<file path="config.mk">
export PLATFORM = sky130hd
export DESIGN_NAME = debug_pll
export DESIGN_NICKNAME = d
export VERILOG_FILES = /design/src/rtl/debug_pll_pkg.sv /design/src/rtl/pll_lock_detect.sv /design/src/rtl/debug_pll.sv
export SDC_FILE = /design/constraint.sdc
export NUM_CORES = 1
export LEC_CHECK = 0
export ABC_AREA = 1
export ABC_CLOCK_PERIOD_IN_PS = 1900
export BUFFER_PORTS_ARGS = -buffer_cell sky130_fd_sc_hd__buf_2
export CORE_MARGIN = 5
export CORE_UTILIZATION = 57
export DETAILED_ROUTE_END_ITERATION = 12
export PLACE_DENSITY = 0.73
export SYNTH_ARGS = -nofsm -noshare
export SYNTH_HDL_FRONTEND = slang
export SYNTH_SLANG_ARGS = --single-unit
</file>
<file path="constraint.sdc">
create_clock -name clkin1_p -period 1.9 [get_ports clkin1_p]
set_clock_uncertainty 0.1 [all_clocks]
set_input_delay 0 -clock clkin1_p [delete_from_list [all_inputs] [get_ports clkin1_p]]
set_output_delay 0 -clock clkin1_p [all_outputs]
set_load 0.01 [all_outputs]
</file>
<file path="src/rtl/debug_pll_pkg.sv">
// Shared constants and helpers for the debug-path PLL model: legal parameter
// ranges, supported feedback selections and a constant-foldable clog2.
package debug_pll_pkg;
    timeunit 1ns;
    timeprecision 100ps;

    localparam int DIV_MIN  = 1;
    localparam int DIV_MAX  = 128;
    localparam int LOCK_MIN = 2;
    localparam int LOCK_MAX = 4096;

    localparam FB_CLKOUTF = "CLKOUTF";
    localparam FB_DISABLE = "DISABLE";

    function automatic int clog2(input int value);
        int r;
        r = 0;
        while ((1 << r) < value) r++;
        return r;
    endfunction
endpackage

</file>
<file path="src/rtl/pll_lock_detect.sv">
// Lock detector: checks that the complement reference leg is low on each
// rising edge, counts consecutive good cycles and raises a sticky lock.
module pll_lock_detect
    import debug_pll_pkg::*;
#(
    parameter int LOCK_CYCLES = 1024
) (
    input  logic clk_i,
    input  logic rst_ni,
    input  logic clkn_i,
    output logic lock_o
);
    timeunit 1ns;
    timeprecision 100ps;

    localparam int CNT_W = clog2(LOCK_CYCLES) + 1;

    logic             clkn_q;
    logic [CNT_W-1:0] cnt_q, cnt_d;
    logic             lock_q, lock_d;

    // The registered sample resets to 0 so the first edge after release counts as good.
    always_comb begin
        cnt_d  = cnt_q;
        lock_d = lock_q;
        if (!clkn_q) begin
            if (cnt_q != '1) cnt_d = cnt_q + CNT_W'(1);
            if (cnt_q >= CNT_W'(LOCK_CYCLES - 1)) lock_d = 1'b1;
        end else if (!lock_q) begin
            cnt_d = '0;
        end
    end

    always_ff @(posedge clk_i or negedge rst_ni) begin
        if (!rst_ni) begin
            clkn_q <= 1'b0;
            cnt_q  <= '0;
            lock_q <= 1'b0;
        end else begin
            clkn_q <= clkn_i;
            cnt_q  <= cnt_d;
            lock_q <= lock_d;
        end
    end

    assign lock_o = lock_q;
endmodule

</file>
<file path="src/rtl/debug_pll.sv">
// Digital model of the debug-path PLL: lock detection on the differential
// reference plus an integer divider whose output is gated glitch-free by lock.
module debug_pll
    import debug_pll_pkg::*;
#(
    parameter real CLKIN_FREQ  = 100.0,
    parameter int  CLKOUT0_DIV = 1,
    parameter int  LOCK_CYCLES = 1024,
    parameter      INTERNAL_FB = "CLKOUTF",
    parameter      EXTERNAL_FB = "DISABLE"
) (
    input  logic clkin1_p,
    input  logic rst_n,
    input  logic clkin1_n,
    output logic clkout0,
    output logic lock
);
    timeunit 1ns;
    timeprecision 100ps;

    if (CLKOUT0_DIV < DIV_MIN || CLKOUT0_DIV > DIV_MAX) begin : g_bad_div
        $error("debug_pll: CLKOUT0_DIV out of range");
    end
    if (LOCK_CYCLES < LOCK_MIN || LOCK_CYCLES > LOCK_MAX) begin : g_bad_lock
        $error("debug_pll: LOCK_CYCLES out of range");
    end
    if (CLKIN_FREQ < 10.0 || CLKIN_FREQ > 500.0) begin : g_bad_freq
        $error("debug_pll: CLKIN_FREQ out of range");
    end
    if (INTERNAL_FB != FB_CLKOUTF || EXTERNAL_FB != FB_DISABLE) begin : g_bad_fb
        $error("debug_pll: unsupported feedback configuration");
    end

    pll_lock_detect #(
        .LOCK_CYCLES(LOCK_CYCLES)
    ) u_lock_detect (
        .clk_i (clkin1_p),
        .rst_ni(rst_n),
        .clkn_i(clkin1_n),
        .lock_o(lock)
    );

    if (CLKOUT0_DIV == 1) begin : g_pass
        // Enable re-timed on the falling edge so it only changes while the reference is low.
        logic lock_latch_q;
        always_ff @(negedge clkin1_p or negedge rst_n) begin
            if (!rst_n) lock_latch_q <= 1'b0;
            else        lock_latch_q <= lock;
        end
        assign clkout0 = clkin1_p & lock_latch_q;
    end else begin : g_div
        localparam int DIV_W = clog2(CLKOUT0_DIV);
        localparam int HALF  = (CLKOUT0_DIV + 1) / 2;

        logic [DIV_W-1:0] cnt_q, cnt_d;
        logic             gate_q, gate_d;
        logic             clk_q, clk_d;

        // Gate opens only at a wrap, so the first visible high phase is full width.
        always_comb begin
            cnt_d  = (cnt_q == DIV_W'(CLKOUT0_DIV - 1)) ? '0 : cnt_q + DIV_W'(1);
            gate_d = gate_q | (lock & (cnt_q == '0));
            clk_d  = gate_d & (cnt_q < DIV_W'(HALF));
        end

        always_ff @(posedge clkin1_p or negedge rst_n) begin
            if (!rst_n) begin
                cnt_q  <= '0;
                gate_q <= 1'b0;
                clk_q  <= 1'b0;
            end else begin
                cnt_q  <= cnt_d;
                gate_q <= gate_d;
                clk_q  <= clk_d;
            end
        end

        assign clkout0 = clk_q;
    end
endmodule

</file>
==> impl_results.md, run 1 <==
- Antenna violations before repair: 0
- Xor-xnor portion of the synthesized cell area: around 2.1%
- Diodes inserted: 0
- Syn avg cell area: 8.208 µm²
- Vias in the first global route: 692
- Main combinational cell family by area after synthesis: simple AND/OR/NAND/NOR gates
- CP startpoint: g_pass.lock_latch_q$_DFF_NN0_
- Lkg Pwr: 0.4224 nW
- FILL cells: roughly 100
- Fin area: ~910 µm²
- Placer Congestion: around 0.8
- R2R setup slack: between 200 and 300 ps
- Die ar.: 2299 µm²
- Dpl cell area: 842.1 µm²
- Via count: between 600 and 700
- Worst VDD drop: 0.0005661 V
- All-Layer GR Usage: a little under a fifth
- Nets: 117
- Critical path required time: ~1800 ps
- Syn_nets: around 100
- Detailed Place HPWL: approximately 1.1 mm
- Count of different cell masters after synthesis: 25
- Core ar.: 1334 µm²
- Largest net degree at the start of global routing: 16
- Final hold vios: 7
- Area delta synth->final: 10.98%
- Post-Synth Adder-Cell Area: ~1.5%
- Critical path endpoint: clkout0
- Crit path kind: reg2out
- I/O Buffers: 4
- Synth Area in Compound Gates: about 8.4%
- Yosys synthesis warning count: 0
- Post-synthesis mux area share: 0%
- Flops & latches, synth: 14
- Reg2reg path depth: 0
- Max FO, Critical Path: 1
- Starting Density: between 60% and 70%
- # rows: 13
- Cts repair resizes: 0
- PwrDens: 729.5 nW/µm²
- Total gr overflow: 0
- RSZ-0062 raised after global routing: yes
- Number of routed nets with antenna violations: 0
- Skew-Pair Late Insertion Delay: 390 ps
- Die Y: around 48 µm
- Hold WS: -6.879 ps
- First-pass GRT wire length: ~2.8 mm
- Synth Instances: 100
- Initial DRC Count: 15
- Min-delay worst type: in2async
- Startpoint Class: register
- Violated checks: negative hold slack, negative setup slack
- Reg-to-Reg Start: u_lock_detect.lock_o$_DFFE_PN0P_
- Die width: 47.95 µm
- Detailed-route wire length: roughly 1.6 mm
- I/O Pins: 5
- Run status: finished, violations left
- Register area share after synthesis: a little over two fifths
- Arrival time at the worst endpoint: about 1900 ps
- CTS tree: done
- Simple-gate share of the synthesized area: 38.11%
- WL per Instance: around 12 µm
- Pre-antenna DRT Iters: 4
- RR Endpoint: g_pass.lock_latch_q$_DFF_NN0_
- Via density: roughly 5.3
- DRC: 0
- Maxcap violations: 0
- Final setup violation count: 2
- # Post-CTS Setup Buffers: 0
- Layout cells sized above 1: 25.89%
- Mapped cell area: slightly above 800 µm²
- Worst slew pin tran: ~400 ps
- Clk pin slew, worst setup/hold paths: approximately 90 ps
- Crit end category: output pin
- Setup ws final: -127.0 ps
- Fin. max-slew vios: 0
- Worst rel slew slack: approximately 74%
- Final Power: about 0.00066 W
-- cell type report --
| type | count | area (µm²) | area share, % |
|---|---|---|---|
| Clock buffer | 8 | 53.80 | 5.907 |
| Clock inverter | 1 | 3.754 | 0.4121 |
| Inverter | 8 | 30.03 | 3.297 |
| Multi-Input combinational cell | 75 | 411.6 | 45.19 |
| Sequential cell | 14 | 350.3 | 38.46 |
| Tap cell | 15 | 18.77 | 2.060 |
| Timing Repair Buffer | 6 | 42.54 | 4.670 |
-- cell families (layout without fill, tap and decap cells) --
kind of cell	Yosys count	count (layout)
adder cells (fa/ha/maj)	1	1
buffers and inverters	11	23
AND/OR/NAND/NOR	61	61
XOR/XNOR	2	2
flip-flops	14	14
AO/OA/AOI/OAI	11	11
-- metrics by stage --
step / setup slack (ps) / std cells / util (%) / setup TNS, ps
after floorplan: 247.5 / 100 / - / 0
after global placement: 293.4 / 118 / 63.13 / 0
after detailed placement: 283.2 / 118 / 63.13 / 0
after CTS: -142.1 / 127 / 68.29 / -142.1
after global routing: -176.3 / 127 / 68.29 / -176.3
final: -127.0 / 127 / 68.29 / -127.0
-- metal layers --
metal	global-route usage (%)	routed length (µm)	part of all wire (%)
met1	21.02	721	46
met2	27.44	730	47
met3	6.391	72	4.6
met4	13.44	39	2.5
met5	0	0	0
-- worst max-delay path, stage by stage (launching register included) --
cell,delay (ps)
dfrtn_1,380
nand2_1,40
inv_1,40
buf_2,110
-- timing repair --
action	in CTS	in global routing
pin swaps	0	0
endpoints found under the hold margin	14	0
hold buffers	2	0
setup endpoints to repair	2	2
-- registers in the layout, summed over array words and instances (netlist names) --
register              flops
g_pass.lock_latch_q       1
u_lock_detect.cnt_q      11
u_lock_detect.clkn_q      1
u_lock_detect.lock_o      1
-- power by group --
part / internal (W) / switching (W) / leakage (nW)
sequential: 0.000312 / 0.0000207 / 0.190
combinational: 0.0000262 / 0.0000397 / 0.188
clock: 0.000151 / 0.000115 / 0.0450
-- cells in the final DEF (no fill, tap or decap), types with 2 or more instances in the layout --
cell type       n
nand3_2         3
clkbuf_4        6
nor2_4          2
a21oi_1         5
dlygate4sd3_1   2
inv_2           4
nor2_1         10
nand3_1        12
buf_2           4
nand2_1        27
dfrtp_1        13
o21ai_2         3
inv_1           5
nand2_2         2
-- cells in the mapped netlist, drive strengths merged --
cell	number	area, µm²
nand2	30	125.1
nand3	16	107.6
dfrtp	13	325.3
nor2	13	66.32
inv	9	33.78
a21oi	5	25.02
o21ai	5	36.28
buf	2	25.02
dfrtn	1	25.02
ha	1	12.51
nand3b	1	7.510
o21bai	1	7.510
or2	1	6.260
xnor2	1	8.760
xor2	1	8.760
-- worst min path at each step --
stage,startpoint,end
after floorplan,rst_n,u_lock_detect.clkn_q$_DFF_PN0_
after detailed placement,rst_n,u_lock_detect.cnt_q[3]$_DFFE_PN0P_
final,rst_n,u_lock_detect.cnt_q[3]$_DFFE_PN0P_
after global routing,rst_n,u_lock_detect.cnt_q[3]$_DFFE_PN0P_
after CTS,rst_n,u_lock_detect.cnt_q[3]$_DFFE_PN0P_
after global placement,rst_n,u_lock_detect.cnt_q[5]$_DFFE_PN0P_
Note: power is estimated with default switching activity, not from simulation.
==> run 2, diff against run 1 <==
--- a/config.mk
+++ b/config.mk
@@ -8,10 +8,11 @@
 export ABC_AREA = 1
 export ABC_CLOCK_PERIOD_IN_PS = 1900
 export BUFFER_PORTS_ARGS = -buffer_cell sky130_fd_sc_hd__buf_2
+export CORE_ASPECT_RATIO = 0.75
 export CORE_MARGIN = 5
-export CORE_UTILIZATION = 57
+export CORE_UTILIZATION = 30
 export DETAILED_ROUTE_END_ITERATION = 12
-export PLACE_DENSITY = 0.73
+export PLACE_DENSITY = 0.43
 export SYNTH_ARGS = -nofsm -noshare
 export SYNTH_HDL_FRONTEND = slang
 export SYNTH_SLANG_ARGS = --single-unit
==> impl_results.md, run 2 (synthesis gave the netlist of run 1 again) <==
- Worst rel slew slack: 72.16% (was 73.89%)
- Cts repair resizes: 0 (unchanged)
- WL per Instance: 11.59 µm (was 12.31 µm)
- Violated checks: negative setup slack (was negative hold slack, negative setup slack)
- Dpl cell area: 868.3 µm² (was 842.1 µm²)
- Pre-antenna DRT Iters: 4 (unchanged)
- Reg with most FFs: u_lock_detect.cnt_q (unchanged)
- Startpoint Class: register (unchanged)
- Die width: 70.40 µm (was 47.95 µm)
- Reg power frac: 40.8% (was 50.1%)
- Core ar.: 2623 µm² (was 1334 µm²)
- Initial DRC Count: 26 (was 15)
- Clk pwr share: 51.1% (was 39.9%)
- Commonest non-fill, non-tap cell in the layout: nand2_1 (unchanged)
- Antenna violations before repair: 0 (unchanged)
- All-Layer GR Usage: 10.88% (was 18.17%)
- Starting Density: 31.30% (was 61.54%)
- Reg2reg path depth: 8 (was 0)
- Internal power: 0.0006210 W (was 0.0004895 W)
- Commonest cells after routing, fill and taps aside: nand2_1 (27), dfrtp_1 (13), nand3_1 (12) (unchanged)
- Switching Share: 24.26% (was 26.34%)
- RR Endpoint: u_lock_detect.cnt_q[3]$_DFFE_PN0P_ (was g_pass.lock_latch_q$_DFF_NN0_)
- Crit path kind: reg2out (unchanged)
- Fin area: 974.7 µm² (was 910.9 µm²)
- Run status: finished, violations left (unchanged)
- Via density: 4.304 (was 5.323)
- Reg-to-Reg Start: u_lock_detect.cnt_q[0]$_DFFE_PN0P_ (was u_lock_detect.lock_o$_DFFE_PN0P_)
- Min-delay worst type: in2async (unchanged)
- R2R setup slack: 280 ps (was 290 ps)
- Via count: 637 (was 676)
- Die ar.: 3893 µm² (was 2299 µm²)
- DRC: 0 (unchanged)
- Max FO, Critical Path: 1 (unchanged)
- Critical path required time: 1800 ps (about the same)
- Final setup violation count: 2 (unchanged)
- Net Sw Power: 0.0001989 W (was 0.0001750 W)
- Hold WS: 63.88 ps (was -6.879 ps)
- Lkg Pwr: 0.4380 nW (was 0.4224 nW)
- Setup ws final: -106.2 ps (was -127.0 ps)
- CTS tree: done (unchanged)
- Total gr overflow: 0 (unchanged)
- Dpl ws: 274.3 ps (was 283.2 ps)
- Clk pin slew, worst setup/hold paths: 60 ps (was 90 ps)
- Detailed Place HPWL: 1.216 mm (was 1.105 mm)
- Maxcap violations: 0 (unchanged)
- Placer Congestion: 0.7681 (was 0.7888)
- RSZ-0062 raised after global routing: yes (unchanged)
- Detailed-route wire length: 1.716 mm (was 1.563 mm)
- # rows: 16 (was 13)
- PwrDens: 841.2 nW/µm² (was 729.5 nW/µm²)
- First-pass GRT wire length: 3.146 mm (was 2.787 mm)
- FILL cells: 274 (was 104)
- Largest net degree at the start of global routing: 16 (unchanged)
- Worst slew pin tran: 417.1 ps (was 391.3 ps)
- Crit end category: output pin (unchanged)
- Worst VDD drop: 0.0003349 V (was 0.0005661 V)
- Vias in the first global route: 631 (was 692)
- Final hold vios: 0 (was 7)
- Number of routed nets with antenna violations: 0 (unchanged)
- Die Y: 55.30 µm (was 47.95 µm)
- Area delta synth->final: 18.75% (was 10.98%)
- Layout cells sized above 1: 25.89% (unchanged)
- I/O Buffers: 4 (unchanged)
- Skew-Pair Late Insertion Delay: 350 ps (was 390 ps)
- Nets: 117 (unchanged)
- Fin. max-slew vios: 0 (unchanged)
- Diodes inserted: 0 (unchanged)
- Arrival time at the worst endpoint: 1910 ps (was 1930 ps)
- I/O Pins: 5 (unchanged)
- Combinational Power Share: 8.1% (was 9.9%)
- Largest register FFs: 11 (unchanged)
run 2: cell count changes in the layout (fill, tap and decap cells not counted):
cell	previous run	this run
clkbuf_4	6	0
clkbuf_8	0	6
run 2: power by group through the flow:
stage | Combinational [W] | Clock (W) | Sequential, W
CTS | 0.0000684 | 0.000433 | 0.000335
global route | 0.0000784 | 0.000459 | 0.000338
finish | 0.0000666 | 0.000419 | 0.000335
run 2: critical path: stages (launching register included):
cell	delay [ps]
dfrtn_1	380
nand2_1	40
inv_1	40
buf_2	110
run 2: area by class of cell:
type | count | area (µm²) | area share (%)
Sequential cell | 14 | 350.3 | 35.94
Inverter | 8 | 30.03 | 3.081
Timing Repair Buffer | 6 | 42.54 | 4.365
Multi-Input combinational cell | 75 | 411.6 | 42.23
Clock inverter | 1 | 3.754 | 0.3851
Clock buffer | 8 | 91.34 | 9.371
Tap cell | 36 | 45.04 | 4.621
run 2: timing repair:
action                                 4_1_cts  5_1_grt
buffers inserted                             0        0
hold buffers                                 2        0
endpoints found under the hold margin       14        0
setup endpoints to repair                    2        2
run 2: through the flow:
stage | util, % | cells | total power [W] | TNS (ps)
after CTS | 37.17 | 148 | 0.0008358 | -123.5
final | 37.17 | 148 | 0.0008199 | -106.2
after global routing | 37.17 | 148 | 0.0008756 | -155.0
after detailed placement | 33.11 | 139 | 0.0004055 | 0
after floorplan | - | 100 | 0.0003866 | 0
after global placement | 33.11 | 139 | 0.0004050 | 0
run 2: how the worst max path moves through the flow:
stage,startpoint,to,slack (ps),depth (start not counted)
final,g_pass.lock_latch_q$_DFF_NN0_,clkout0,-110,3
after global routing,g_pass.lock_latch_q$_DFF_NN0_,clkout0,-150,3
after CTS,g_pass.lock_latch_q$_DFF_NN0_,clkout0,-120,3
after detailed placement,u_lock_detect.cnt_q[0]$_DFFE_PN0P_,u_lock_detect.cnt_q[3]$_DFFE_PN0P_,270,8
after global placement,u_lock_detect.cnt_q[0]$_DFFE_PN0P_,u_lock_detect.cnt_q[3]$_DFFE_PN0P_,290,8
after floorplan,u_lock_detect.lock_o$_DFFE_PN0P_,g_pass.lock_latch_q$_DFF_NN0_,250,0
run 2: metal layers:
| metal | part of all wire [%] | track usage [%] | vias to the layer above |
|---|---|---|---|
| met1 | 57 | 16.13 | 276 |
| li1 | - | - | 346 |
| met3 | 5.9 | 6.884 | 2 |
| met2 | 37 | 12.40 | 13 |
| met5 | 0 | 0 | - |
| met4 | 0.35 | 3.005 | 0 |
==> run 3, diff against run 2 <==
--- a/config.mk
+++ b/config.mk
@@ -6,13 +6,14 @@
 export NUM_CORES = 1
 export LEC_CHECK = 0
 export ABC_AREA = 1
-export ABC_CLOCK_PERIOD_IN_PS = 1900
+export ABC_CLOCK_PERIOD_IN_PS = 2420
 export BUFFER_PORTS_ARGS = -buffer_cell sky130_fd_sc_hd__buf_2
 export CORE_ASPECT_RATIO = 0.75
 export CORE_MARGIN = 5
 export CORE_UTILIZATION = 30
 export DETAILED_ROUTE_END_ITERATION = 12
 export PLACE_DENSITY = 0.43
+export RECOVER_POWER = 25
 export SYNTH_ARGS = -nofsm -noshare
 export SYNTH_HDL_FRONTEND = slang
 export SYNTH_SLANG_ARGS = --single-unit
==> constraint.sdc (replaced) <==
create_clock -name clkin1_p -period 2.42 [get_ports clkin1_p]
set_clock_uncertainty 0.1 [all_clocks]
set_input_delay 0 -clock clkin1_p [delete_from_list [all_inputs] [get_ports clkin1_p]]
set_output_delay 0 -clock clkin1_p [all_outputs]
set_load 0.01 [all_outputs]
==> impl_results.md, run 3 (synthesis gave the netlist of run 1 again) <==
- Net Sw Power: 0.0001626 W (was 0.0001989 W)
- Worst-path cell chain: nand2_1 -> inv_1 -> buf_2 (unchanged)
- I/O Pins: 5 (unchanged)
- FILL cells: 281 (was 274)
- Max FO, Critical Path: 1 (unchanged)
- Area of the multi-input gates: 411.6 µm² (unchanged)
- All-Layer GR Usage: 11.28% (was 10.88%)
- Crit-path slowest cell: dfrtn_1 (unchanged)
- Total gr overflow: 0 (unchanged)
- Via density: 4.324 (was 4.304)
- Critical path required time: 2320 ps (was 1800 ps)
- Nets: 117 (unchanged)
- Clk pin slew, worst setup/hold paths: 60 ps (about the same)
- Setup TNS: 0 ps (was -106.2 ps)
- Layout cells sized above 1: 24.11% (was 25.89%)
- Via count: 640 (was 637)
- Number of routed nets with antenna violations: 0 (unchanged)
- Internal power: 0.0004871 W (was 0.0006210 W)
- Die ar.: 3893 µm² (unchanged)
- Startpoint Class: register (unchanged)
- Final hold vios: 0 (unchanged)
- Setup ws final: 141.1 ps (was -106.2 ps)
- Placer Congestion: 0.7452 (was 0.7681)
- Die width: 70.40 µm (unchanged)
- Crit end category: output pin (unchanged)
- Final Power: 0.0006498 W (was 0.0008199 W)
- Detailed Place HPWL: 1.276 mm (was 1.216 mm)
- Commonest non-fill, non-tap cell in the layout: nand2_1 (unchanged)
- PwrDens: 670.1 nW/µm² (was 841.2 nW/µm²)
- Dpl ws: 533.1 ps (was 274.3 ps)
- Largest net degree at the start of global routing: 16 (unchanged)
- Starting Density: 31.30% (unchanged)
- Area delta synth->final: 18.14% (was 18.75%)
- Run status: finished clean (was finished, violations left)
- Pre-antenna DRT Iters: 4 (unchanged)
- Skew-Pair Late Insertion Delay: 360 ps (was 350 ps)
- CP max stage delay: 390 ps (was 380 ps)
- Crit path kind: reg2out (unchanged)
- First-pass GRT wire length: 3.208 mm (was 3.146 mm)
- Sequential cell area: 350.3 µm² (unchanged)
- # rows: 16 (unchanged)
- RSZ-0062 raised after global routing: no (was yes)
- Worst rel slew slack: 48.08% (was 72.16%)
- Worst slew pin tran: 778.8 ps (was 417.1 ps)
- Reg with most FFs: u_lock_detect.cnt_q (unchanged)
- Hold WS: 191.1 ps (was 63.88 ps)
- Antenna violations before repair: 0 (unchanged)
- Arrival time at the worst endpoint: 2180 ps (was 1910 ps)
- Detailed-route wire length: 1.822 mm (was 1.716 mm)
- Fin. max-slew vios: 0 (unchanged)
- Min-delay worst type: in2reg (was in2async)
- Largest register FFs: 11 (unchanged)
- Worst VDD drop: 0.0003465 V (was 0.0003349 V)
- Maxcap violations: 0 (unchanged)
- Combinational Power Share: 8.1% (about the same)
- Bufs and invs on worst path: 2 (unchanged)
- Core ar.: 2623 µm² (unchanged)
- Reg power frac: 40.3% (was 40.8%)
- Lkg Pwr: 0.4316 nW (was 0.4380 nW)
- Initial DRC Count: 7 (was 26)
- Clk pwr share: 51.5% (was 51.1%)
- Switching Share: 25.03% (was 24.26%)
- CTS tree: done (unchanged)
- Vias in the first global route: 661 (was 631)
- DRC: 0 (unchanged)
- Final setup violation count: 0 (was 2)
- I/O Buffers: 4 (unchanged)
- Diodes inserted: 0 (unchanged)
- Crit path max-delay family: flip-flops (unchanged)
- Commonest cells after routing, fill and taps aside: nand2_1 (27), dfrtp_1 (13), nand3_1 (12) (unchanged)
- WL per Instance: 12.31 µm (was 11.59 µm)
- Die Y: 55.30 µm (unchanged)
==> run 3: changes by cell type in the layout (fill, tap and decap cells not counted), sizes merged <==
cell	before	now
buf	5	3
clkbuf	7	9
==> run 3: final timing paths <==
kind / endpoint / slack (ps) / depth (start not counted) / start
setup / recovery: clkout0 / 140 / 3 / g_pass.lock_latch_q$_DFF_NN0_
hold reg to reg: u_lock_detect.cnt_q[2]$_DFFE_PN0P_ / 380 / 1 / u_lock_detect.clkn_q$_DFF_PN0_
setup reg to reg: g_pass.lock_latch_q$_DFF_NN0_ / 560 / 0 / u_lock_detect.lock_o$_DFFE_PN0P_
hold / removal: u_lock_detect.clkn_q$_DFF_PN0_ / 190 / 2 / clkin1_n
max in group asynchronous: g_pass.lock_latch_q$_DFF_NN0_ / 1050 / 2 / rst_n
min in group asynchronous: u_lock_detect.cnt_q[6]$_DFFE_PN0P_ / 360 / 3 / rst_n
==> run 3: final cells by class <==
| cell class | count | share of cell area (%) |
|---|---|---|
| multi-input cells | 75 | 42.45 |
| flip-flops and latches | 14 | 36.13 |
| clock buffers | 8 | 9.419 |
| well taps | 36 | 4.645 |
| repair buffers | 6 | 3.871 |
| inverters | 8 | 3.097 |
| clock inverters | 1 | 0.3871 |
==> run 3: power groups by stage <==
stage	combinational (W)	clock, W	sequential, W
5_1_grt	0.0000617	0.000356	0.000265
4_1_cts	0.0000552	0.000343	0.000262
6_report	0.0000529	0.000335	0.000262
==> run 3: per-layer routing <==
layer	share of wire, %	track usage (%)
met1	54	15.44
met2	40	13.73
met3	5.2	7.065
met4	0.77	4.645
met5	0	0
==> run 3: timing repair <==
item	in CTS	in global routing
hold buffers	2	0
setup buffers	0	0
endpoints found under the setup margin	0	0
resized for setup	0	0
endpoints found under the hold margin	14	0
==> run 3: metrics by stage <==
| stage | util (%) | std cells | cell area [µm²] |
|---|---|---|---|
| floorplan | - | 100 | 820.8 |
| global placement | 33.11 | 139 | 868.3 |
| detailed placement | 33.11 | 139 | 868.3 |
| CTS | 37.17 | 148 | 974.7 |
| global route | 36.98 | 148 | 969.7 |
| finish | 36.98 | 148 | 969.7 |
